**src/rtl/uart_pkg.sv**
```systemverilog
// -----------------------------------------------------------------------------
// uart_pkg
//   Shared types and constants for the buffered 8N1 UART transmitter.
//   - tx_state_e       : transmitter FSM states
//   - DATA_BITS        : payload bits per frame
//   - DEF_CLKS_PER_BIT : default bit period in clk cycles (12 MHz / 115200)
//   - START_LVL/STOP_LVL : line levels for the start and stop bits
// -----------------------------------------------------------------------------
package uart_pkg;

  typedef enum logic [1:0] {
    IDLE  = 2'd0,
    START = 2'd1,
    DATA  = 2'd2,
    STOP  = 2'd3
  } tx_state_e;

  localparam int unsigned DATA_BITS        = 8;
  localparam int unsigned DEF_CLKS_PER_BIT = 104;
  localparam logic        START_LVL        = 1'b0;
  localparam logic        STOP_LVL         = 1'b1;

endpackage

```
**src/rtl/uart_tx_buf_if.sv**
```systemverilog
// -----------------------------------------------------------------------------
// uart_tx_buf_if
//   Byte stream handshake between the dump manager (master) and the UART
//   transmitter (slave).
//   - tx_en    : master has a valid byte on tx_data (level)
//   - tx_data  : byte to send
//   - tx_ready : one-cycle pulse from the slave, tx_data was captured
// -----------------------------------------------------------------------------
interface uart_tx_buf_if;
  import uart_pkg::*;

  logic                 tx_en;
  logic [DATA_BITS-1:0] tx_data;
  logic                 tx_ready;

  modport master (
    output tx_en,
    output tx_data,
    input  tx_ready
  );

  modport slave (
    input  tx_en,
    input  tx_data,
    output tx_ready
  );

endinterface

```
**src/rtl/uart_bit_timer.sv**
```systemverilog
// -----------------------------------------------------------------------------
// uart_bit_timer
//   Reloadable down-counter that marks serial bit boundaries. It counts from
//   CLKS_PER_BIT-1 down to 0; bit_done is high while the count is 0, and the
//   counter reloads on that edge, so bit_done recurs every CLKS_PER_BIT cycles.
//   restart reloads immediately, aligning the period to a frame start.
//   Ports:
//   - clk      : system clock
//   - rst      : asynchronous active-low reset
//   - restart  : reload the counter on this edge
//   - bit_done : current cycle is the last one of a bit period
// -----------------------------------------------------------------------------
module uart_bit_timer
  import uart_pkg::*;
#(
  parameter int unsigned CLKS_PER_BIT = DEF_CLKS_PER_BIT
) (
  input  logic clk,
  input  logic rst,
  input  logic restart,
  output logic bit_done
);

  localparam int unsigned     CW     = $clog2(CLKS_PER_BIT);
  localparam logic [CW-1:0]   RELOAD = CW'(CLKS_PER_BIT - 1);

  logic [CW-1:0] r_cnt;

  always_ff @(posedge clk or negedge rst) begin
    if (!rst) begin
      r_cnt <= RELOAD;
    end else if (restart || (r_cnt == '0)) begin
      r_cnt <= RELOAD;
    end else begin
      r_cnt <= r_cnt - 1'b1;
    end
  end

  assign bit_done = (r_cnt == '0);

endmodule

```
**src/rtl/uart_tx_buf.sv**
```systemverilog
// -----------------------------------------------------------------------------
// uart_tx_buf
//   Buffered 8N1 UART transmitter fed by the memory/register dump manager.
//   A one-byte hold register in front of the shift register lets the next
//   byte be queued while the current frame is on the line, so consecutive
//   frames go out with no idle gap.
//   Parameters:
//   - CLKS_PER_BIT : clk cycles per serial bit (>= 2)
//   - STOP_BITS    : stop bits per frame (1 or 2)
//   - CAP_GAP      : minimum clk edges between captures (>= 3)
//   Ports:
//   - clk  : system clock
//   - rst  : asynchronous active-low reset
//   - bus  : slave side of the tx_en/tx_data/tx_ready handshake
//   - txd  : serial line, idle high (registered)
//   - busy : hold register full or a frame in progress
// -----------------------------------------------------------------------------
module uart_tx_buf
  import uart_pkg::*;
#(
  parameter int unsigned CLKS_PER_BIT = DEF_CLKS_PER_BIT,
  parameter int unsigned STOP_BITS    = 1,
  parameter int unsigned CAP_GAP      = 3
) (
  input  logic          clk,
  input  logic          rst,
  uart_tx_buf_if.slave  bus,
  output logic          txd,
  output logic          busy
);

  localparam int unsigned    GW         = $clog2(CAP_GAP + 1);
  localparam logic [GW-1:0]  GAP_RELOAD = GW'(CAP_GAP - 1);
  localparam int unsigned    IW         = $clog2(DATA_BITS);
  localparam logic [IW-1:0]  LAST_IDX   = IW'(DATA_BITS - 1);
  localparam logic [1:0]     LAST_STOP  = 2'(STOP_BITS - 1);

  tx_state_e            r_state;
  tx_state_e            w_state_nxt;
  logic [DATA_BITS-1:0] r_hold;
  logic [DATA_BITS-1:0] w_hold_nxt;
  logic                 r_hold_full;
  logic                 w_hold_full_nxt;
  logic [DATA_BITS-1:0] r_shift;
  logic [DATA_BITS-1:0] w_shift_nxt;
  logic [GW-1:0]        r_gap;
  logic [GW-1:0]        w_gap_nxt;
  logic [IW-1:0]        r_idx;
  logic [IW-1:0]        w_idx_nxt;
  logic [1:0]           r_stop;
  logic [1:0]           w_stop_nxt;
  logic                 r_txd;
  logic                 w_txd_nxt;
  logic                 r_ready;

  logic                 w_cap;
  logic                 w_load;
  logic                 w_bit_done;

  uart_bit_timer #(
    .CLKS_PER_BIT (CLKS_PER_BIT)
  ) u_bit_timer (
    .clk      (clk),
    .rst      (rst),
    .restart  (w_load),
    .bit_done (w_bit_done)
  );

  // Capture uses pre-edge hold state: on the edge where the shifter empties
  // the hold register, r_hold_full is still 1 and capture is blocked. The gap
  // counter is loaded with CAP_GAP-1 so the next capture waits CAP_GAP edges,
  // long enough for the dump manager to update tx_data or drop tx_en.
  assign w_cap = bus.tx_en & ~r_hold_full & (r_gap == '0);

  always_comb begin
    w_state_nxt     = r_state;
    w_hold_nxt      = r_hold;
    w_hold_full_nxt = r_hold_full;
    w_shift_nxt     = r_shift;
    w_gap_nxt       = r_gap;
    w_idx_nxt       = r_idx;
    w_stop_nxt      = r_stop;
    w_txd_nxt       = r_txd;
    w_load          = 1'b0;

    if (w_cap) begin
      w_gap_nxt = GAP_RELOAD;
    end else if (r_gap != '0) begin
      w_gap_nxt = r_gap - 1'b1;
    end

    if (w_cap) begin
      w_hold_nxt      = bus.tx_data;
      w_hold_full_nxt = 1'b1;
    end

    case (r_state)
      IDLE: begin
        if (r_hold_full) begin
          w_load = 1'b1;
        end
      end
      START: begin
        if (w_bit_done) begin
          w_state_nxt = DATA;
          w_idx_nxt   = '0;
          w_txd_nxt   = r_shift[0];
        end
      end
      DATA: begin
        if (w_bit_done) begin
          if (r_idx == LAST_IDX) begin
            w_state_nxt = STOP;
            w_stop_nxt  = '0;
            w_txd_nxt   = STOP_LVL;
          end else begin
            w_idx_nxt   = r_idx + 1'b1;
            w_shift_nxt = r_shift >> 1;
            w_txd_nxt   = r_shift[1];
          end
        end
      end
      STOP: begin
        if (w_bit_done) begin
          if (r_stop == LAST_STOP) begin
            // A queued byte goes straight into the next start bit.
            if (r_hold_full) begin
              w_load = 1'b1;
            end else begin
              w_state_nxt = IDLE;
            end
          end else begin
            w_stop_nxt = r_stop + 1'b1;
          end
        end
      end
      default: begin
        w_state_nxt = IDLE;
        w_txd_nxt   = STOP_LVL;
      end
    endcase

    // Loading only happens with the hold register full, and capture only with
    // it empty, so these two updates of w_hold_full_nxt never collide.
    if (w_load) begin
      w_shift_nxt     = r_hold;
      w_hold_full_nxt = 1'b0;
      w_state_nxt     = START;
      w_txd_nxt       = START_LVL;
    end
  end

  always_ff @(posedge clk or negedge rst) begin
    if (!rst) begin
      r_state     <= IDLE;
      r_hold      <= '0;
      r_hold_full <= 1'b0;
      r_shift     <= '0;
      r_gap       <= '0;
      r_idx       <= '0;
      r_stop      <= '0;
      r_txd       <= STOP_LVL;
      r_ready     <= 1'b0;
    end else begin
      r_state     <= w_state_nxt;
      r_hold      <= w_hold_nxt;
      r_hold_full <= w_hold_full_nxt;
      r_shift     <= w_shift_nxt;
      r_gap       <= w_gap_nxt;
      r_idx       <= w_idx_nxt;
      r_stop      <= w_stop_nxt;
      r_txd       <= w_txd_nxt;
      r_ready     <= w_cap;
    end
  end

  assign bus.tx_ready = r_ready;
  assign txd          = r_txd;
  assign busy         = (r_state != IDLE) | r_hold_full;

endmodule

```
**src/flat_wrapper.sv**
```systemverilog
// flat-port wrapper written by rule: the top's interface ports become plain ports
module uart_tx_buf_flat import uart_pkg::*;
#(
  parameter int unsigned CLKS_PER_BIT = DEF_CLKS_PER_BIT,
  parameter int unsigned STOP_BITS    = 1,
  parameter int unsigned CAP_GAP      = 3
)
  (clk, rst, txd, busy, bus_tx_en, bus_tx_data, bus_tx_ready);
  uart_tx_buf_if bus_i ();
  input  logic clk;
  input  logic rst;
  output logic txd;
  output logic busy;
  input wire logic [$bits(bus_i.tx_en)-1:0] bus_tx_en;
  input wire logic [$bits(bus_i.tx_data)-1:0] bus_tx_data;
  output wire logic [$bits(bus_i.tx_ready)-1:0] bus_tx_ready;
  assign bus_i.tx_en = bus_tx_en;
  assign bus_i.tx_data = bus_tx_data;
  assign bus_tx_ready = bus_i.tx_ready;
  uart_tx_buf #(.CLKS_PER_BIT(CLKS_PER_BIT), .STOP_BITS(STOP_BITS), .CAP_GAP(CAP_GAP)) u_core (.clk(clk), .rst(rst), .bus(bus_i), .txd(txd), .busy(busy));
endmodule
```
**config.mk**
```make
export PLATFORM = sky130hd
export DESIGN_NAME = uart_tx_buf_flat
export DESIGN_NICKNAME = d
export VERILOG_FILES = /design/src/rtl/uart_pkg.sv /design/src/rtl/uart_tx_buf_if.sv /design/src/rtl/uart_bit_timer.sv /design/src/rtl/uart_tx_buf.sv /design/src/flat_wrapper.sv
export SDC_FILE = /design/constraint.sdc
export NUM_CORES = 1
export LEC_CHECK = 0
export ABC_AREA = 1
export BUFFER_PORTS_ARGS = -buffer_cell sky130_fd_sc_hd__buf_4
export CAP_MARGIN = 20
export CORE_ASPECT_RATIO = 1.4
export CORE_MARGIN = 2
export CORE_UTILIZATION = 55
export DETAILED_ROUTE_END_ITERATION = 6
export PLACE_DENSITY = 0.72
export SLEW_MARGIN = 20
export SYNTH_ARGS = -nofsm -noshare
export SYNTH_HDL_FRONTEND = slang
export SYNTH_HIERARCHICAL = 1
export SYNTH_SLANG_ARGS = --single-unit
export TNS_END_PERCENT = 100
```
**constraint.sdc**
```tcl
create_clock -name clk -period 3.95 [get_ports clk]
set_input_delay 0.79 -clock clk [delete_from_list [all_inputs] [get_ports clk]]
set_output_delay 0.79 -clock clk [all_outputs]
set_load 0.01 [all_outputs]
```
# Yosys cells after proc, flatten, opt, wreduce, memory -nomap -nowiden
# Index checks and enable logic that the tools add are counted.
# totals
in_bits	11
mem_bits_rw	0
rom_bits	0
word_cells	90
out_inout_bits	3
n_memories	0
ff_bits	35
latchBits	0
# op_classes
reduce_logical	20
div	0
bitwise	4
n_addsub	4
n_mul	0
mux	35
magnitude_cmp	0
shift	0
eq_ne	17
# ops
cell	n
$mux W8	4
$mux W2	13
$reduce_bool A2 Y1	8
$ne A2 B2 Y1 const B	6
$ne A3 B3 Y1 const B	4
$mux W1	9
$mux W3	3
$logic_not A7 Y1	1
$mux W7	1
$reduce_and A7 Y1	1
$sub A7 B1 Y7 const B	1
$logic_not A2 Y1	3
$ne A3 B2 Y1 const B	2
$pmux W2 S3	1
$pmux W3 S2	1
$reduce_and A3 Y1	2
$reduce_and A5 Y1	1
$eq A2 B2 Y1 const B	2
$pmux W1 S2	2
$pmux W2 S2	1
$reduce_and A4 Y1	1
$reduce_bool A4 Y1	1
$add A3 B1 Y3 const B	1
$eq A3 B3 Y1 const B	1
9 further kinds	10

# Logic depth before layout (Yosys ltp)
# Gate-level depths: netlist of the first run.
# logic_depth
ltp_word	6
mapped_depth	11
mapped_depth_nobuf	11

# Hierarchy
# Netlist of the first run, hierarchy kept.
# by_module_without_submodules
module	area_each_um2	cells_each	n_inst	seq_area_each_um2
uart_tx_buf	1496.4	168	1	701.9
uart_bit_timer	405.4	48	1	181.4

# Worst setup path after synthesis of the first run
# No wires, ideal clock.
# synth_timing
path_kind	register -> register
start	register u_core.u_bit_timer.r_cnt[0]
end	register u_core.u_bit_timer.r_cnt[3]
n_path_buf	1
arrival_ps	1667
t_required_ps	3879
setup_time_ps	71
path_stages_with_launch	12
synth_period_minus_slack_ps	1738
path_slack_ps	2212
path_cell_list	dfstp_2 > inv_1 > ha_1 > nand2_1 > nor2_4 > nand3_2 > nand2_2 > nand2_4 > clkinv_8 > buf_12 > o21bai_1 > nor2_1
# synth_via
elab_chain_len	5
elab_cells_between_ends	6
cone_classes	add/sub: 1; mux: 3; reduce/logical: 2
# synth_rtl
item	line	text
from (decl)	uart_bit_timer.sv:27	logic [CW-1:0] r_cnt;
from (signal assigned)	uart_bit_timer.sv:35	r_cnt <= r_cnt - 1'b1;
$logic_not A7 Y1	uart_bit_timer.sv:39	assign bit_done = (r_cnt == '0);
named net u_core.w_bit_done	uart_tx_buf.sv:58	logic w_bit_done;
$mux W1	uart_tx_buf.sv:124	if (w_bit_done) begin
$pmux W1 S2	uart_tx_buf.sv:97	case (r_state)
named net u_core.w_load	uart_tx_buf.sv:57	logic w_load;
$logic_or A1 B1 Y1	uart_bit_timer.sv:32	end else if (restart || (r_cnt == '0)) begin
$mux W7	uart_bit_timer.sv:32	
# The timed path passes the listed nets, and every way through them passes these cells.
# A chain may end at the register's enable or synchronous reset.

# Final worst setup path of the first run
# layout_timing
start	register u_core.r_state[0]
end	output busy
# layout_via
elab_chain_len	2
# layout_rtl
item	line	text
from (decl)	uart_tx_buf.sv:38	tx_state_e r_state;
from (signal assigned)	uart_tx_buf.sv:165	r_state <= w_state_nxt;
$reduce_bool A2 Y1	uart_tx_buf.sv:179	assign busy = (r_state != IDLE) | r_hold_full;
$or A1 B1 Y1	uart_tx_buf.sv:179	
to (decl)	flat_wrapper.sv:13	output logic busy;
# Every way passes these cells.

==> out/summary.md, run 1 <==
Sequential area share after synthesis: 0.4645. The wire length of the first global-routing pass is 5.595 mm. Detailed placement finished with a half-perimeter wire length of 2.308 mm. After detailed placement, the total cell area comes to 2018 um^2. The die extent in x was 53.70 um. Number of nets produced by synthesis: 238.

The run gives 36 as the largest net degree at the start of global routing. The number of different library cells used by synthesis comes to 25. In this run the count of I/O pins placed on the die edge is 14.

The worst setup path is launched from a flip-flop. For the relative contribution of the clock network to total power, the log shows 0.305. For this run, the top clock speed supported by timing is 504.8 MHz. The tools report the design internal power as 586.7 uW. Summed over all failing endpoints, the final setup total negative slack is 0 ns. After synthesis, the cell types taking the most area are sky130_fd_sc_hd__dfrtp_1 (38%), sky130_fd_sc_hd__nand2_1 (12%), sky130_fd_sc_hd__dfstp_2 (8.3%). The tools report the total of endpoints with negative setup slack in the final report as 0. TritonCTS built the clock tree. Setup repair after global routing left no endpoint under its margin.

After detailed routing, the number of remaining DRC violations is 0. For the worst setup path, the data required time is 3.16 ns. The final route contains 1396 vias. The floorplan has 25 rows. The initial core utilization is 0.5682, and the final cell area excluding filler cells is 2103 um^2.

Portion of synthesized cell area occupied by the leading cell type: 0.3816. Clock-pin slew was measured on the worst setup and hold paths at 0.07 ns. At the pin with the least slew margin, the transition time is 0.4465 ns. The initial antenna violation count is 0. The growth of design area from synthesis to finish came out at 10.59%.

The number of buffers on the longest clock path was 2. The number of design-rule violations left by the first detailed-router iteration is 20, and the worst relative slew slack is 0.7023. Fill cells in the final layout number 303. The final hold violation count is 0, and the minimum period implied by the final worst setup slack is 1.981 ns. Yosys printed 6 warnings.

The layout cell share with drive strength beyond 1 works out to 0.2553. Averaged over all synthesized cells, the footprint is 8.805 um^2. The clock reaches the later pin of the worst-skew pair after 0.29 ns.

The total power per unit cell area was 387.7 nW/um^2; the number of clock sinks was 35. The final core utilization is 0.6284, and the total of buffers placed on input and output ports is 13. The via count of the first global-routing pass is 1300.

The final layout contains 256 nets. The tools report the overall global routing resource usage as 0.1963. The area of the core region came out at 3347 um^2. The cell taking the most area after synthesis was sky130_fd_sc_hd__dfrtp_1.

Data arrival time of the critical path: 1.19 ns. Root buffer cell: sky130_fd_sc_hd__clkbuf_8. The total overflow reported by the global router is 0. The tightest hold path in the finished design has a slack of 0.4398 ns.

The logs give 0.140 for the power share of the combinational group and 1902 um^2 for the area of the mapped netlist. The flow ran to the end, and the final reports show no timing, DRC or antenna violations. The share of the clock period used by the worst path after layout was 0.5015. Fraction of power spent switching nets: 0.2804. Static leakage: 1.092 nW. The H-tree generated during clock tree synthesis spans 2 levels. IR analysis of the VDD net gives a maximum drop of 0.3570 mV. After detailed routing, the average wire length per cell comes to 11.36 um. The critical path in this run is classified as flip-flop to output pin. The floorplan step defined a die boundary enclosing 3951 um^2.

The die is 73.58 um tall. The number of hold buffers added after CTS is 0, and the final worst slack is 1.969 ns. The final wirelength is 3.123 mm. The number of antenna diodes in the final layout is 0.

Counting flops and latches in the post-synthesis netlist gives 35. The tools report the setup slack on the worst flop-to-flop path as 2.06 ns. Counting every instance in the synthesized netlist gives 216. The final setup skew is 0.008227 ns. Once the clock tree was built, the setup fixing pass inserted 0 buffers. The count of nets left with antenna violations once routing finished came out at 0. In this run the power spent charging and discharging nets is 228.6 uW.

The detailed-router iteration count before antenna repair came out at 4. For the number of max-slew violations in the final report, the log shows 0. The run gives 0.7920 as the final weighted congestion in routability-driven placement. The vias per cell was 5.076.

The reported max-cap violation count is 0, and the largest fanout on the critical path is 5. The tools report the setup slack after placement as 2.060 ns. The number of gates given a new drive strength after cts is 0. Worst min-delay path class: input pin to asynchronous set/reset pin. The logs give 0.555 for the relative contribution of sequential cells to total power and 5 for the number of buffers created by CTS.

The type of destination of the critical path was an output pin.
==> registers in the layout, summed over array words and instances, names as in the netlist <==
name                      cells
u_core/r_hold                 8
u_core/u_bit_timer/r_cnt      7
u_core/r_stop                 2
u_core/bus.tx_ready           1
u_core/r_hold_full            1
u_core/r_state                2
u_core/r_idx                  3
u_core/r_gap                  2
u_core/r_shift                8
u_core/txd                    1
==> stage by stage <==
step / total power, mW / instances
floorplan: 0.5331 / 216
global placement: 0.5671 / 267
detailed placement: 0.5760 / 267
CTS: 0.8335 / 275
global route: 0.8681 / 275
finish: 0.8154 / 275
==> worst max-delay path, stage by stage, from the launching register on <==
cell and delay [ns]:
sky130_fd_sc_hd__dfrtp_1 0.43, sky130_fd_sc_hd__inv_1 0.08, sky130_fd_sc_hd__ha_1 0.21, sky130_fd_sc_hd__nand2_1 0.07, sky130_fd_sc_hd__buf_4 0.12
==> layout make-up <==
type / count / area (um^2) / area share
inverter: 32 / 132.6 / 0.06306
clock inverter: 2 / 12.51 / 0.005949
multi-input combinational: 147 / 854.6 / 0.4063
timing repair buffer: 13 / 97.59 / 0.04640
sequential: 35 / 883.3 / 0.4200
clock buffer: 6 / 72.57 / 0.03450
tap: 40 / 50.05 / 0.02380
==> layer usage <==
metal | track usage | vias to the layer above | part of all wire
li1 | - | 718 | -
met1 | 0.2207 | 651 | 0.42
met2 | 0.3320 | 22 | 0.53
met3 | 0.06098 | 5 | 0.033
met4 | 0.08547 | 0 | 0.018
met5 | 0 | - | 0
==> layout by cell type, fill, tap and decap left out, drive strengths merged, types with 5 or more instances in the layout <==
cell type / netlist / routed
nand3: 17 / 17
nand2: 74 / 74
o21ai: 23 / 23
dfstp: 6 / 6
clkbuf: 0 / 6
a21oi: 5 / 5
dfrtp: 29 / 29
inv: 30 / 30
buf: 2 / 13
nor2: 11 / 11
ha: 11 / 11
==> power by group through the flow <==
stage               sequential, mW  combinational, mW  clock (mW)
finish                       0.453              0.114       0.249
global route                 0.460              0.134       0.274
CTS                          0.453              0.117       0.264
detailed placement           0.459              0.117           0
global placement             0.457              0.110           0
floorplan                    0.452             0.0806           0
==> synthesized netlist by cell type (all sizes together) <==
cell type  instances
o21bai             1
nand3             17
or2                1
buf                2
o21ai             23
ha                11
dfrtp             29
a21oi              5
nand4              3
nand2             74
nor2              11
dfstp              6
inv               30
clkinv             2
mux2i              1
==> final timing paths <==
check | cells after the start | from | to
min in group clk | 1 | u_core/u_bit_timer/r_cnt[0] | u_core/u_bit_timer/r_cnt[0]
worst max-delay path | 4 | u_core/r_state[0] | busy
max in group asynchronous | 1 | rst | u_core/u_bit_timer/r_cnt[0]
worst max register to register | 9 | u_core/u_bit_timer/r_cnt[0] | u_core/r_shift[5]
worst min register to register | 1 | u_core/u_bit_timer/r_cnt[0] | u_core/u_bit_timer/r_cnt[0]
worst min-delay path | 1 | rst | u_core/r_state[0]
==> kinds of logic after synthesis <==
kind of cell | Yosys count | share of synthesized area
simple gates | 106 | 0.2704
flops | 35 | 0.4645
buf+inv | 34 | 0.08619
compound gates | 29 | 0.1013
fa+ha+maj | 11 | 0.07237
mux | 1 | 0.005263
No activity file was read; power rests on OpenSTA's default activity.
==> run 2, diff against run 1 <==
==> constraint.sdc (replaced) <==
create_clock -name clk -period 2.02 [get_ports clk]
set_input_delay 0.404 -clock clk [delete_from_list [all_inputs] [get_ports clk]]
set_output_delay 0.404 -clock clk [all_outputs]
set_load 0.01 [all_outputs]
==> out/summary.md, run 2 (synthesis results as in run 1) <==
The cell count of the worst reg-to-reg path is 10, and the overall global routing resource usage is 0.1954. The logs give 1399 for the overall via count from detail_route and 0.6385 for the final core utilization. The y dimension of the die is 73.58 um, and the floorplan row count is 25.

The run gives 0.7038 as the worst relative slew slack. Category of the critical setup timing path: flip-flop to flip-flop. The number of max-slew violations in the final report was 0; the initial core utilization was 0.5682. Clock-pin slew was measured on the worst setup and hold paths at 0.07 ns.

The wire length of the first global-routing pass came out at 5.602 mm. The largest registers in the layout are u_core/r_hold x8, u_core/r_shift x8, u_core/u_bit_timer/r_cnt x7. The number of buffers on the longest clock path came out at 2. TritonCTS built the clock tree.

The worst path needs 1.804 ns of the cycle, external delays included. The actual transition at the worst max-transition pin works out to 0.4442 ns. The flow ran to the end, and the final reports show no timing, DRC or antenna violations. The tools report the upper clock frequency limit as 554.2 MHz.

Counting tap cells, the placed design contains a total of 267 instances. The tools report the number of nets with antenna violations after detailed routing as 0. For the final hold violation count, the log shows 0. The worst hold path belongs to the class input pin to asynchronous set/reset pin.

The growth of design area from synthesis to finish is 12.37%. The total of buffers placed on input and output ports is 13, and the final wirelength is 3.243 mm. The H-tree was split into 2 levels. STA puts the critical path data arrival time at 2.01 ns. The run gives 261 as the number of nets at the end of the flow. The number of clock buffers added by TritonCTS is 5. The finished layout holds 280 standard cells, fillers aside.

The total power is 1.578 mW, and the die extent in x is 53.70 um. The setup check on the worst reg-to-reg path leaves a slack of 0.22 ns. Leaving out fill and tap cells, the most frequent cell in the layout is sky130_fd_sc_hd__nand2_1. Summed over all layers, the global routing overflow is 0. Setup repair after global routing left no endpoint under its margin. The nature of the critical path startpoint was a flip-flop. The via count of the first global-routing pass is 1369, and the final setup skew is 0.006492 ns. The setup slack after placement is 0.1399 ns, and the static leakage is 1.120 nW. The layout cell share with drive strength beyond 1 is 0.2667, and the detailed-router iteration count before antenna repair is 4.

The initial antenna violation count was 0. The HPWL after detailed placement is 2.380 mm. The die covers 3951 um^2. Endpoint of the lowest-slack register-to-register path: u_core/u_bit_timer/r_cnt[3]. Leaving out fill and tap cells, the most frequent cells in the layout are sky130_fd_sc_hd__nand2_1 (63), sky130_fd_sc_hd__dfrtp_1 (29), sky130_fd_sc_hd__inv_1 (28), sky130_fd_sc_hd__buf_4 (18), sky130_fd_sc_hd__nand3_1 (15). Clock latency on the worst-skew pair, taken at its later pin, is 0.28 ns. VDD sags by at most 0.6019 mV.

Dividing the detail-routed via count by the number of cells gives 4.996. The type of destination of the critical path was a flip-flop. In this run the worst path has a maximum fanout of 17. For this design the top-level I/O count stands at 14. The total of endpoints with negative setup slack in the final report is 0. Dividing the detail-routed wire length by the instance count gives 11.58 um.

Worst reg2reg path startpoint: u_core/u_bit_timer/r_cnt[0]. The tool flagged a number of max-cap violations equal to 0. The antenna diode instance count is 0, and the total power per unit cell area is 738.3 nW/um^2. For the final routed database, the setup TNS stands at 0 ns. The run gives 0 as the total DRC errors in the routed layout.

The number of clock sinks is 35, and the required time of the worst setup path is 2.23 ns. Routability-driven placement finished with a final weighted congestion of 0.8042. The run gives 31 as the number of design-rule violations left by the first detailed-router iteration. The share of the clock period used by the worst path after layout is 0.8933, and the area of the core region is 3347 um^2. For the number of hold buffers added after CTS, the log shows 0.

Setup slack closes at 0.2155 ns. In this run the clock root is driven by a sky130_fd_sc_hd__clkbuf_8. Entering global routing, the biggest net connects 36 pins.
## run 2: cell types whose count changed in the layout (fill, tap and decap cells not counted), sizes merged
| cell | previous run | this run |
|---|---|---|
| clkbuf | 6 | 7 |
| clkinvlp | 1 | 0 |
| buf | 13 | 18 |
## run 2: layout make-up
type,count,area [um^2]
clock buffers,7,76.32
multi-input cells,147,854.6
inverters,32,132.6
clock inverters,1,5.005
fillers,289,1210
well taps,40,50.05
flip-flops and latches,35,883.3
repair buffers,18,135.1
## run 2: worst max-delay path by stage
stage | start | to | slack, ns | cells past startpoint
after floorplan | u_core/u_bit_timer/r_cnt[0] | u_core/u_bit_timer/r_cnt[3] | 0.28 | 11
after global placement | u_core/u_bit_timer/r_cnt[0] | u_core/r_shift[5] | 0.19 | 9
after detailed placement | u_core/u_bit_timer/r_cnt[0] | u_core/r_shift[5] | 0.14 | 9
after CTS | u_core/u_bit_timer/r_cnt[0] | u_core/r_shift[5] | 0.12 | 9
after global routing | u_core/u_bit_timer/r_cnt[0] | u_core/u_bit_timer/r_cnt[3] | 0.04 | 10
final | u_core/u_bit_timer/r_cnt[0] | u_core/u_bit_timer/r_cnt[3] | 0.22 | 10
## run 2: critical path: stages (launching register included)
cell and delay (ns):
sky130_fd_sc_hd__dfstp_2 0.53, sky130_fd_sc_hd__inv_1 0.09, sky130_fd_sc_hd__ha_1 0.21, sky130_fd_sc_hd__nand2_1 0.13, sky130_fd_sc_hd__nor2_4 0.09, sky130_fd_sc_hd__nand3_2 0.07
sky130_fd_sc_hd__nand2_2 0.06, sky130_fd_sc_hd__nand2_4 0.14, sky130_fd_sc_hd__clkinv_8 0.14, sky130_fd_sc_hd__o21bai_1 0.20, sky130_fd_sc_hd__nor2_1 0.10
## run 2: metal layers
metal  part of all wire  global-route usage  vias up
li1                   -                   -      726
met1               0.41              0.2072      647
met2               0.54              0.3496       20
met3              0.028             0.05081        6
met4              0.020             0.08547        0
met5                  0                   0        -
## run 2: report_power, final
part / switching (mW) / internal [mW]
combinational: 0.131 / 0.0892
sequential: 0.0660 / 0.817
clock: 0.233 / 0.242
## run 2: timing repair
item	in CTS	in global routing
buffers inserted	0	5
endpoints found under the setup margin	0	3
gates resized for setup	0	0
## run 2: per-stage QoR
step,hold slack [ns],instance area (um^2)
floorplan,0.1084,1902
global placement,0.3849,2018
detailed placement,0.3810,2018
CTS,0.07676,2100
global route,0.1008,2137
finish,0.06250,2137
